$ cat src/rtl/cpu_run_ctrl.sv
// Run-control sequencer for the RISC_SPM CPU: turns switch modes, a debounced step
// button and a PC breakpoint into single-cycle CPU clock-enable pulses.
module cpu_run_ctrl #(
  parameter int         DIV_COUNT       = 25000000,
  parameter int         DEBOUNCE_CYCLES = 1000000,
  parameter logic [3:0] FETCH_STATE     = 4'd1,
  parameter int         MAX_STEP_TICKS  = 16
) (
  input  logic        clk,
  input  logic        rst,
  input  logic        step_n,
  input  logic [1:0]  mode,
  input  logic        bp_en,
  input  logic [7:0]  bp_addr,
  input  logic [7:0]  pc,
  input  logic [3:0]  cpu_state,
  output logic        cpu_en,
  output logic        halted,
  output logic        bp_hit,
  output logic        step_err,
  output logic [2:0]  run_state,
  output logic [15:0] tick_cnt
);

  localparam int DIV_W = (DIV_COUNT > 1) ? $clog2(DIV_COUNT) : 1;
  localparam int DB_W  = (DEBOUNCE_CYCLES > 1) ? $clog2(DEBOUNCE_CYCLES) : 1;
  localparam int SC_W  = $clog2(MAX_STEP_TICKS + 1);

  typedef enum logic [2:0] {
    S_IDLE   = 3'd0,
    S_RUN    = 3'd1,
    S_STEP_T = 3'd2,
    S_STEP_I = 3'd3,
    S_BREAK  = 3'd4
  } state_t;

  state_t            state, state_n;
  logic [1:0]        step_sync;
  logic [1:0]        mode_s1, mode_s2;
  logic              bp_s1, bp_s2;
  logic              db_level;
  logic [DB_W-1:0]   db_cnt;
  logic              press;
  logic [DIV_W-1:0]  div_cnt;
  logic              div_tick;
  logic [SC_W-1:0]   step_cnt, step_cnt_n;
  logic              step_err_n;
  logic              bp_skip, bp_skip_n;
  logic              en_n;
  logic [1:0]        entry_mode;
  logic              bp_match;

  // Two-flop synchronisers; the button idles released (high).
  always_ff @(posedge clk) begin
    if (!rst) begin
      step_sync <= 2'b11;
      mode_s1   <= 2'b00;
      mode_s2   <= 2'b00;
      bp_s1     <= 1'b0;
      bp_s2     <= 1'b0;
    end else begin
      step_sync <= {step_sync[0], step_n};
      mode_s1   <= mode;
      mode_s2   <= mode_s1;
      bp_s1     <= bp_en;
      bp_s2     <= bp_s1;
    end
  end

  // A new level is accepted only after DEBOUNCE_CYCLES consecutive differing samples.
  always_ff @(posedge clk) begin
    if (!rst) begin
      db_level <= 1'b1;
      db_cnt   <= '0;
      press    <= 1'b0;
    end else begin
      press <= 1'b0;
      if (step_sync[1] != db_level) begin
        if (db_cnt == DB_W'(DEBOUNCE_CYCLES - 1)) begin
          db_level <= step_sync[1];
          db_cnt   <= '0;
          press    <= ~step_sync[1];
        end else begin
          db_cnt <= db_cnt + 1'b1;
        end
      end else begin
        db_cnt <= '0;
      end
    end
  end

  always_ff @(posedge clk) begin
    if (!rst) begin
      div_cnt <= '0;
    end else if (div_tick) begin
      div_cnt <= '0;
    end else begin
      div_cnt <= div_cnt + 1'b1;
    end
  end

  assign div_tick = (div_cnt == DIV_W'(DIV_COUNT - 1));

  always_comb begin
    entry_mode = 2'b00;
    case (state)
      S_RUN, S_BREAK: entry_mode = 2'b01;
      S_STEP_T:       entry_mode = 2'b10;
      S_STEP_I:       entry_mode = 2'b11;
      default:        entry_mode = 2'b00;
    endcase
  end

  assign bp_match = bp_s2 && (pc == bp_addr) && (cpu_state == FETCH_STATE) && !bp_skip;

  always_comb begin
    state_n    = state;
    en_n       = 1'b0;
    step_cnt_n = step_cnt;
    step_err_n = step_err;
    bp_skip_n  = bp_skip;
    // Leaving the mode that started a state aborts it before anything else is considered.
    if (state != S_IDLE && mode_s2 != entry_mode) begin
      state_n = S_IDLE;
    end else begin
      case (state)
        S_IDLE: begin
          if (mode_s2 == 2'b01) begin
            state_n = S_RUN;
          end else if (press && mode_s2 == 2'b10) begin
            state_n = S_STEP_T;
          end else if (press && mode_s2 == 2'b11) begin
            state_n    = S_STEP_I;
            step_cnt_n = '0;
          end
        end
        S_RUN: begin
          if (div_tick) begin
            if (bp_match) state_n = S_BREAK;
            else          en_n    = 1'b1;
          end
        end
        S_BREAK: begin
          if (press) begin
            state_n   = S_RUN;
            bp_skip_n = 1'b1;
          end
        end
        S_STEP_T: begin
          en_n    = 1'b1;
          state_n = S_IDLE;
        end
        S_STEP_I: begin
          if (div_tick) begin
            if (step_cnt != '0 && cpu_state == FETCH_STATE) begin
              state_n    = S_IDLE;
              step_err_n = 1'b0;
            end else if (step_cnt == SC_W'(MAX_STEP_TICKS)) begin
              state_n    = S_IDLE;
              step_err_n = 1'b1;
            end else begin
              en_n       = 1'b1;
              step_cnt_n = step_cnt + 1'b1;
            end
          end
        end
        default: state_n = S_IDLE;
      endcase
    end
    // The skip only covers the address we broke on; it re-arms once the PC moves away.
    if (pc != bp_addr)     bp_skip_n = 1'b0;
    if (state_n == S_IDLE) bp_skip_n = 1'b0;
  end

  always_ff @(posedge clk) begin
    if (!rst) begin
      state    <= S_IDLE;
      cpu_en   <= 1'b0;
      tick_cnt <= '0;
      step_cnt <= '0;
      step_err <= 1'b0;
      bp_skip  <= 1'b0;
    end else begin
      state    <= state_n;
      cpu_en   <= en_n;
      tick_cnt <= tick_cnt + {15'd0, en_n};
      step_cnt <= step_cnt_n;
      step_err <= step_err_n;
      bp_skip  <= bp_skip_n;
    end
  end

  assign halted    = (state == S_IDLE) || (state == S_BREAK);
  assign bp_hit    = (state == S_BREAK);
  assign run_state = state;

endmodule

$ cat config.mk
export PLATFORM = sky130hd
export DESIGN_NAME = cpu_run_ctrl
export DESIGN_NICKNAME = d
export VERILOG_FILES = /design/src/rtl/cpu_run_ctrl.sv
export SDC_FILE = /design/constraint.sdc
export NUM_CORES = 1
export LEC_CHECK = 0
export ABC_CLOCK_PERIOD_IN_PS = 3600
export BUFFER_PORTS_ARGS = -buffer_cell sky130_fd_sc_hd__buf_4
export CORE_UTILIZATION = 40
export CTS_CLUSTER_SIZE = 16
export DETAILED_ROUTE_END_ITERATION = 7
export PLACE_DENSITY = 0.64
export SLEW_MARGIN = 30
export SYNTH_ARGS = -nofsm -noshare
export SYNTH_HDL_FRONTEND = slang
export SYNTH_SLANG_ARGS = --single-unit
$ cat constraint.sdc
create_clock -name clk -period 3.6 [get_ports clk]
set_input_delay 0.36 -clock clk [delete_from_list [all_inputs] [get_ports clk]]
set_output_delay 0.36 -clock clk [all_outputs]
set_load 0.03 [all_outputs]
After elaboration in Yosys (flattened, before gate mapping)
Cells that the tools add are included.
{ "word_totals": {"out_inout_bits": 23, "reg_bits": 82, "inputBits": 26} }
{ "classes": {"n_mux": 28, "n_bitwise": 4, "reduce_logical": 24, "n_addsub": 4, "n_eq_ne": 21} }
{ "op_table": {"columns": ["cell", "n"], "rows": [
  ["3-bit 2-to-1 mux", 10],
  ["5-bit 2-to-1 mux", 6],
  ["25-bit by 1-bit adder with 25-bit output (second input constant)", 1],
  ["25-bit == test (second input constant)", 1],
  ["20-bit by 1-bit adder with 20-bit output (second input constant)", 1],
  ["20-bit == test (second input constant)", 1],
  ["16-bit by 1-bit adder with 16-bit output", 1],
  ["2-bit != test (second input constant)", 6],
  ["3-bit one-hot mux with 4 select lines", 1],
  ["5-bit one-hot mux with 2 select lines", 1],
  ["8-bit == test", 1],
  ["1-bit 2-to-1 mux", 8],
  ["8-bit != test", 1],
  ["8-bit AND reduction", 1],
  ["1-bit logical AND", 7],
  ["3-bit by 2-bit == test with 1-bit output (second input constant)", 2],
  ["3-bit logical NOT", 2],
  ["2-bit one-hot mux with 3 select lines", 1],
  ["3-bit AND reduction", 2],
  ["3-bit OR reduction", 2],
  ["5-bit by 1-bit adder with 5-bit output (second input constant)", 1],
  ["5-bit == test (second input constant)", 1],
  ["5-bit nonzero test", 1],
  ["2-bit == test (second input constant)", 2],
  ["other kinds (15)", 20]
]} }

Logic depth before layout (Yosys ltp)
Gate-level depths: netlist of run 1.
{ "logic_depth": {"ltp_word": 10, "ltp_mapped": 14, "mapped_depth_nobuf": 14} }

Worst setup path before layout of run 1
OpenSTA, ideal clock, no wires.
{ "synth_path": {"kind": "flip-flop to flip-flop", "from": "register step_cnt[0]", "to": "register tick_cnt[13]", "stages_incl_launch_ff": 14, "setup_ns": 0.073, "arrival_ns": 2.916, "slack_ns": 0.611, "synth_period_minus_slack_ns": 2.989, "path_buffers": 1, "cell_sequence": "dfxtp_1 > inv_1 > ha_1 > or3b_2 > a21bo_2 > nor4_1 > o21ai_0 > a211oi_1 > ha_1 > and3_1 > clkbuf_1 > nand4_1 > or3_1 > a21oi_1"} }
{ "synth_between": {"elab_chain_len": 7, "elab_cells_between_ends": 9} }
{ "synth_lines": {"columns": ["element", "line_no", "text"], "rows": [
  ["start: declaration", "46", "logic [SC_W-1:0] step_cnt, step_cnt_n;"],
  ["start signal: assignment", "187", "step_cnt <= step_cnt_n;"],
  ["5-bit == test / 5-bit nonzero test (equally long branches)", "158, 155", null],
  ["1-bit 2-to-1 mux / 1-bit logical AND (equally long branches)", "158, 155", null],
  ["1-bit 2-to-1 mux (*)", "155", "if (step_cnt != '0 && cpu_state == FETCH_STATE) begin"],
  ["1-bit 2-to-1 mux (*)", "154", "if (div_tick) begin"],
  ["1-bit one-hot mux with 3 select lines (*)", "126", "case (state)"],
  ["1-bit 2-to-1 mux (*)", "123", "if (state != S_IDLE && mode_s2 != entry_mode) begin"],
  ["via en_n", "49", "logic en_n;"],
  ["16-bit by 1-bit adder with 16-bit output (*)", "186", "tick_cnt <= tick_cnt + {15'd0, en_n};"],
  ["end signal: assignment", "186", null],
  ["end: declaration", "22", "output logic [15:0] tick_cnt"]
]} }
The timed path passes the listed nets; every way through them passes the cells marked *.
A chain may end at the register's enable or synchronous reset.

Worst setup path after layout of run 1
Ends and elaborated chain as after synthesis.

==> results of run 1 <==
==> registers in the layout, indices dropped and copies added, names as in the netlist <==
signal / count
bp_s1: 1
mode_s1: 2
bp_skip: 1
div_cnt: 25
run_state: 3
step_err: 1
step_cnt: 5
cpu_en: 1
step_sync: 2
mode_s2: 2
tick_cnt: 16
press: 1
bp_s2: 1
db_cnt: 20
db_level: 1
==> logic make-up (layout without fill, tap and decap cells) <==
family	Yosys count	count (layout)	synth area share [%]
flops	82	82	43.2
xor+xnor	63	63	14.5
mux	1	1	0.264
compound gates	32	32	6.00
buf+inv	24	77	2.97
fa+ha+maj	7	7	2.24
simple gates	218	218	30.8
==> worst max-delay path by stage <==
stage / from / to / slack, ns
2_1_floorplan: step_cnt[0] / tick_cnt[13] / 0.61
3_3_place_gp: step_cnt[0] / tick_cnt[14] / 0.33
3_5_place_dp: step_cnt[0] / tick_cnt[15] / 0.23
4_1_cts: step_cnt[0] / tick_cnt[15] / 0.19
5_1_grt: step_cnt[0] / tick_cnt[14] / 0.03
6_report: step_cnt[0] / tick_cnt[13] / 0.31
==> power by group through the flow <==
| stage | logic [µW] | clock network [µW] | registers (µW) |
|---|---|---|---|
| 4_1_cts | 62.9 | 649 | 920 |
| 3_3_place_gp | 61.5 | 0 | 942 |
| 2_1_floorplan | 32.6 | 0 | 940 |
| 6_report | 62.1 | 621 | 920 |
| 5_1_grt | 69.0 | 686 | 922 |
| 3_5_place_dp | 62.9 | 0 | 942 |
==> layer usage <==
| metal | global-route usage, % | up-vias |
|---|---|---|
| li1 | - | 1561 |
| met1 | 19.4 | 1393 |
| met2 | 27.0 | 44 |
| met3 | 4.08 | 10 |
| met4 | 6.00 | 0 |
| met5 | 0 | - |
==> layout by cell type (no fill, tap or decap), types with 3 or more instances in the layout <==
cell type / instances
dfxtp_1: 82
nor2_1: 77
buf_4: 49
xor2_1: 44
nand2_1: 25
nand3_1: 25
nand4_1: 19
xnor2_1: 19
and2_1: 13
inv_1: 11
clkbuf_8: 11
and3_1: 10
a21oi_1: 10
o21ai_0: 7
nor3_1: 7
or3_1: 6
ha_1: 6
and4_1: 5
nor4_1: 5
nand2b_1: 4
o31ai_1: 3
==> area by class of cell <==
| type | instances | area, µm² | share of cell area [%] |
|---|---|---|---|
| clock inverter | 5 | 37.5 | 0.846 |
| timing repair buffer | 49 | 368 | 8.29 |
| clock buffer | 11 | 151 | 3.41 |
| tap | 111 | 139 | 3.13 |
| sequential | 82 | 1640 | 37.0 |
| inverter | 12 | 45.0 | 1.02 |
| multi-input combinational | 321 | 2050 | 46.3 |
==> metrics by stage <==
step / util [%] / power (µW)
floorplan: - / 973
global placement: 46.1 / 1000
detailed placement: 46.1 / 1000
CTS: 48.1 / 1630
global route: 48.2 / 1680
finish: 48.2 / 1600
==> impl_results.md, run 1 <==
* Initial antenna violation count at 0
* Worst-Skew Late Latency at ~0.35 ns
* CP Capture Type: flip-flop
* Final Critical Period at 3.29 ns
* Hold WC Path Type: in -> reg
* Yosys reg bits at 82
* Final Slew Violations at 0
* Critical R2R Capture: tick_cnt[13]
* Grt ovf at 0
* Tightest hold margin at 0.189 ns
* Cts repair resizes at 0
* Share of total power in combinational logic at under 10%
* # rows at 35
* Placer's final routability congestion estimate at a little under 0.8
* CTS tree: done
* CP Buf/Inv Count at 1
* Yosys top cell area share at roughly 43%
* Finished Cell Area at about 4400 µm²
* Syn Inst Count at approximately 430
* CP max stage delay at around 0.46 ns
* Synth Flop Type: dfxtp_1
* Final Non-Filler Cells at a little under 600
* Largest fanout on the critical path at 5
* Hold-fix buffers, CTS at 0
* Highest Signal Layer: met4
* Fin crit share at between 90 and 100%
* Status: completed
* Wire length per cell at about 12 µm
* Part of the power in the clock network at between 30% and 40%
* Post-route ant nets at 0
* Critical Path Stages at 12
* Place WS at ~0.23 ns
* DR iter-0 viols at 191
* Synth Cell Area at 3800 µm²
* Skew final at approximately 0.0075 ns
* CTS sink cnt at just over 80
* Cells on Worst Hold Path at 2
* ANT cells at 0
* Clk root buf: clkbuf_8
* Slew headroom at a little under half
* Post-synth ARST share at 0%
* CP top delay family: simple AND/OR/NAND/NOR gates
* Worst r2r path cells at 12
* Post-synth top cells: 82 x dfxtp_1, 77 x nor2_1, 44 x xor2_1
* Setup ws final at slightly above 0.3 ns
* CP Class: reg -> reg
* Met1 WL at between 3000 and 4000 µm
* Flop pwr share at 57.4%
* Seq/Total Area, Yosys at 43.2%
* Syn Area/Cell at about 8.9 µm²
* Clk slew on worst S/H paths at 0.08 ns
* Int Pwr at approximately 1200 µW
* R2r startpoint: step_cnt[0]
* Power per cell area at roughly 360 nW/µm²
* Hold Crit Start: step_n
* Core ar. at a little over 9000 µm²
* Starting Density at approximately two fifths
* Final setup TNS at 0 ns
* RSZ-0062 raised after global routing: no
* Crit-path cells: inv_1, ha_1, or3b_2, a21bo_2, nor4_1, o21ai_0, a211oi_2, ha_1, and3_1, nand4_1, or3_1, a21oi_1
* Cell Area, Placed at ~4200 µm²
* Drt pass-1 iters at 4
* Syn Nets at 459
* Dpl cells at between 500 and 600
* Most frequent CP cell: ha_1
* Switching pwr at ~370 µW
* Lkg Pwr at between 0.0015 and 0.002 µW
* First-pass GRT wire length at around 13000 µm
* Final Hold Viols at 0
* CTS max path bufs at 2
* Layout cell share with drive strength beyond 1 at ~17%
* FMAX at approximately 0.30 GHz
* Via density at a little over 5
* I/O pins at just under 50
* Post-CTS Setup Bufs at 0
* Hold EP: step_sync[0]
* Yosys top cell by area: dfxtp_1
* Fillers at 887
* Final number of setup-violating endpoints at 0
* Total CTS buffers at 9
* Chip height at between 90 and 100 µm
* H-tree depth at 3
* # nets final at about 510
* DP HPWL at 5300 µm
* YS warnings at 0
* Switching Share at about 23%
* Chip width at a little under 100 µm
* Total track usage at between 15 and 20%
* Die area at ~9900 µm²
* Vias at 3008
* Peak VDD IR at between 0.3 and 0.4 mV
* WL met3 at 265 µm
* # port buffers at between 40 and 50
* Max-Cap Viols at 0
* Drt drc at 0
* Critical path arrival at 3.58 ns
* Slowest CP cell: or3b_2
* R2R Setup Slk at approximately 0.31 ns
* Largest net degree at the start of global routing at 25
* Area contributors post-synth: dfxtp_1 43%, xor2_1 10%, nor2_1 7.6%
* Post-synth EDFFs at 0
* Area added between synthesis and finish at 16.8%
* WP data required at 3.88 ns
* Synth cell types at 52
* Total Wirelength at around 7300 µm
* Vias in the first global route at roughly 2900
* Startpoint types: flip-flop
* Slew of the pin with the lowest slew margin at slightly below 0.8 ns
* Count leader, synth: dfxtp_1
* Met2 wire length at around 3500 µm
Power figures use the tool's default switching activity.
==> inputs of run 2 (changes only) <==
- CORE_UTILIZATION: 40 -> 57
- PLACE_DENSITY: 0.64 -> 0.84
==> run 2 against run 1 <==
- clock-buffer cell count increased by 1
- total power increased by 2.0%
- setup slack better by 0.0024 ns
- flip-flop and latch count unchanged
- sequential power hardly changed
- critical endpoint unchanged
- largest cell class unchanged
==> impl_results.md, run 2 (same netlist as run 1, synthesis figures left out) <==
* Post-CTS Setup Bufs at 0
* Commonest non-fill, non-tap cells in the layout: 82 x dfxtp_1, 77 x nor2_1, 48 x buf_4
* DP HPWL at a little over 5000 µm
* Largest fanout on the critical path at 5
* Largest net degree at the start of global routing at 25
* Commonest non-fill, non-tap cell in the layout: dfxtp_1
* Core ar. at around 6400 µm²
* Peak VDD IR at ~0.34 mV
* CTS tree: done
* Die area at around 7000 µm²
* Fin crit share at between 90% and 100%
* Startpoint types: flip-flop
* Final Hold Viols at 0
* # port buffers at 48
* Max-Cap Viols at 0
* CP Capture Type: flip-flop
* Worst-Skew Late Latency at roughly 0.35 ns
* CTS sink cnt at 82
* Layout cell share with drive strength beyond 1 at approximately 16%
* FF+latch area at ~1600 µm²
* Biggest regs: div_cnt (25), db_cnt (20), tick_cnt (16)
* Power per cell area at between 300 and 400 nW/µm²
* Vias at between 3000 and 4000
* Status: completed
* Switching Share at 21.4%
* Slew headroom at ~36%
* Final Slew Violations at 0
* Skew final at roughly 0.0057 ns
* H-tree depth at 3
* CP Class: reg -> reg
* Initial antenna violation count at 0
* Total track usage at 22.2%
* Placer's final routability congestion estimate at 0.859
* Total Wirelength at 7360 µm
* Max reg flops at 25
* Clk root buf: clkbuf_8
* Clk slew on worst S/H paths at 0.07 ns
* I/O pins at approximately 50
* ANT cells at 0
* Hold WC Path Type: in -> reg
* Slew of the pin with the lowest slew margin at 0.956 ns
* Total CTS buffers at 9
* Starting Density at between 50% and 60%
* Tightest hold margin at about 0.20 ns
* Area added between synthesis and finish at 15.6%
* RSZ-0062 raised after global routing: no
* Worst r2r path cells at 12
* CTS max path bufs at 2
* Finished Cell Area at between 4000 and 5000 µm²
* Post-route ant nets at 0
* Via density at around 5.5
* Drt pass-1 iters at 5
* Lkg Pwr at between 0.0015 and 0.002 µW
* Int Pwr at approximately 1300 µW
* Cells on Worst Hold Path at 2
* Critical path arrival at ~3.6 ns
* Reg with most FFs: div_cnt
* # rows at 29
* Part of the power in the clock network at 40.0%
* Chip width at ~84 µm
* Grt ovf at 0
* Multi-input gate area at 2050 µm²
* First-pass GRT wire length at approximately 13000 µm
* Vias in the first global route at about 3000
* Hold-fix buffers, CTS at 0
* Wire length per cell at about 13 µm
* Final setup TNS at 0 ns
* Drt drc at 0
* # nets final at 506
* Chip height at 83.6 µm
* WP data required at 3.86 ns
* FMAX at between 0.3 and 0.4 GHz
* Final Critical Period at between 3 and 4 ns
* DR iter-0 viols at approximately 140
* Cell Area, Placed at 4190 µm²
* Final number of setup-violating endpoints at 0
* Switching pwr at ~350 µW
* Share of total power in combinational logic at roughly 3.7%
* Fillers at 491
* Flop pwr share at a little under three fifths
## run 2: changes by cell type in the layout (fill, tap and decap cells not counted), sizes merged
cell      previous run  this run
clkbuf              11        12
inv                 12        11
buf                 49        48
clkinvlp             2         1
bufinv               0         1
## run 2: per-layer routing
| layer | global-route usage, % | share of wire (%) | up-vias |
|---|---|---|---|
| met1 | 27.2 | 45 | 1433 |
| met5 | 0 | 0 | - |
| met4 | 6.16 | 0.80 | 0 |
| li1 | - | - | 1566 |
| met3 | 6.23 | 4.0 | 7 |
| met2 | 38.2 | 50 | 57 |
## run 2: final cells by class
| class | instances | share of cell area, % |
|---|---|---|
| well taps | 77 | 2.20 |
| clock inverters | 4 | 1.17 |
| multi-input cells | 321 | 46.7 |
| flip-flops and latches | 82 | 37.4 |
| repair buffers | 48 | 8.21 |
| inverters | 12 | 1.03 |
| clock buffers | 12 | 3.31 |
## run 2: worst max-delay path, cell delays in order (launching register included)
cell	delay, ns
dfxtp_1	0.34
inv_1	0.08
ha_1	0.16
or3b_2	0.46
a21bo_2	0.23
nor4_1	0.25
o21ai_0	0.14
a211oi_2	0.30
ha_1	0.23
and3_1	0.28
nand4_1	0.22
or3_1	0.35
a21oi_1	0.16
## run 2: metrics by stage
step | util (%) | total power (µW) | setup WS, ns | cells
floorplan | - | 973 | 0.611 | 427
global placement | 65.6 | 1000 | 0.372 | 540
detailed placement | 65.6 | 1000 | 0.230 | 540
CTS | 68.6 | 1650 | 0.187 | 556
global route | 68.7 | 1690 | 0.0344 | 556
finish | 68.7 | 1630 | 0.308 | 556
## run 2: power groups by stage
stage	clock network, µW	logic [µW]	registers, µW
6_report	653	61.0	921
5_1_grt	704	68.5	922
4_1_cts	666	61.4	920
3_5_place_dp	0	60.9	942
3_3_place_gp	0	59.7	941
2_1_floorplan	0	32.6	940
## run 2: final timing paths
kind	slack (ns)	endpoint	start
setup / recovery	0.31	tick_cnt[13]	step_cnt[0]
setup reg to reg	0.31	tick_cnt[13]	step_cnt[0]
hold / removal	0.20	step_sync[0]	step_n
hold reg to reg	0.41	step_sync[1]	step_sync[0]
## run 2: what timing repair did
action / CTS / global route
endpoints found under the hold margin: 0 / 0
setup endpoints to repair: 0 / 4
gates resized for setup: 0 / 1
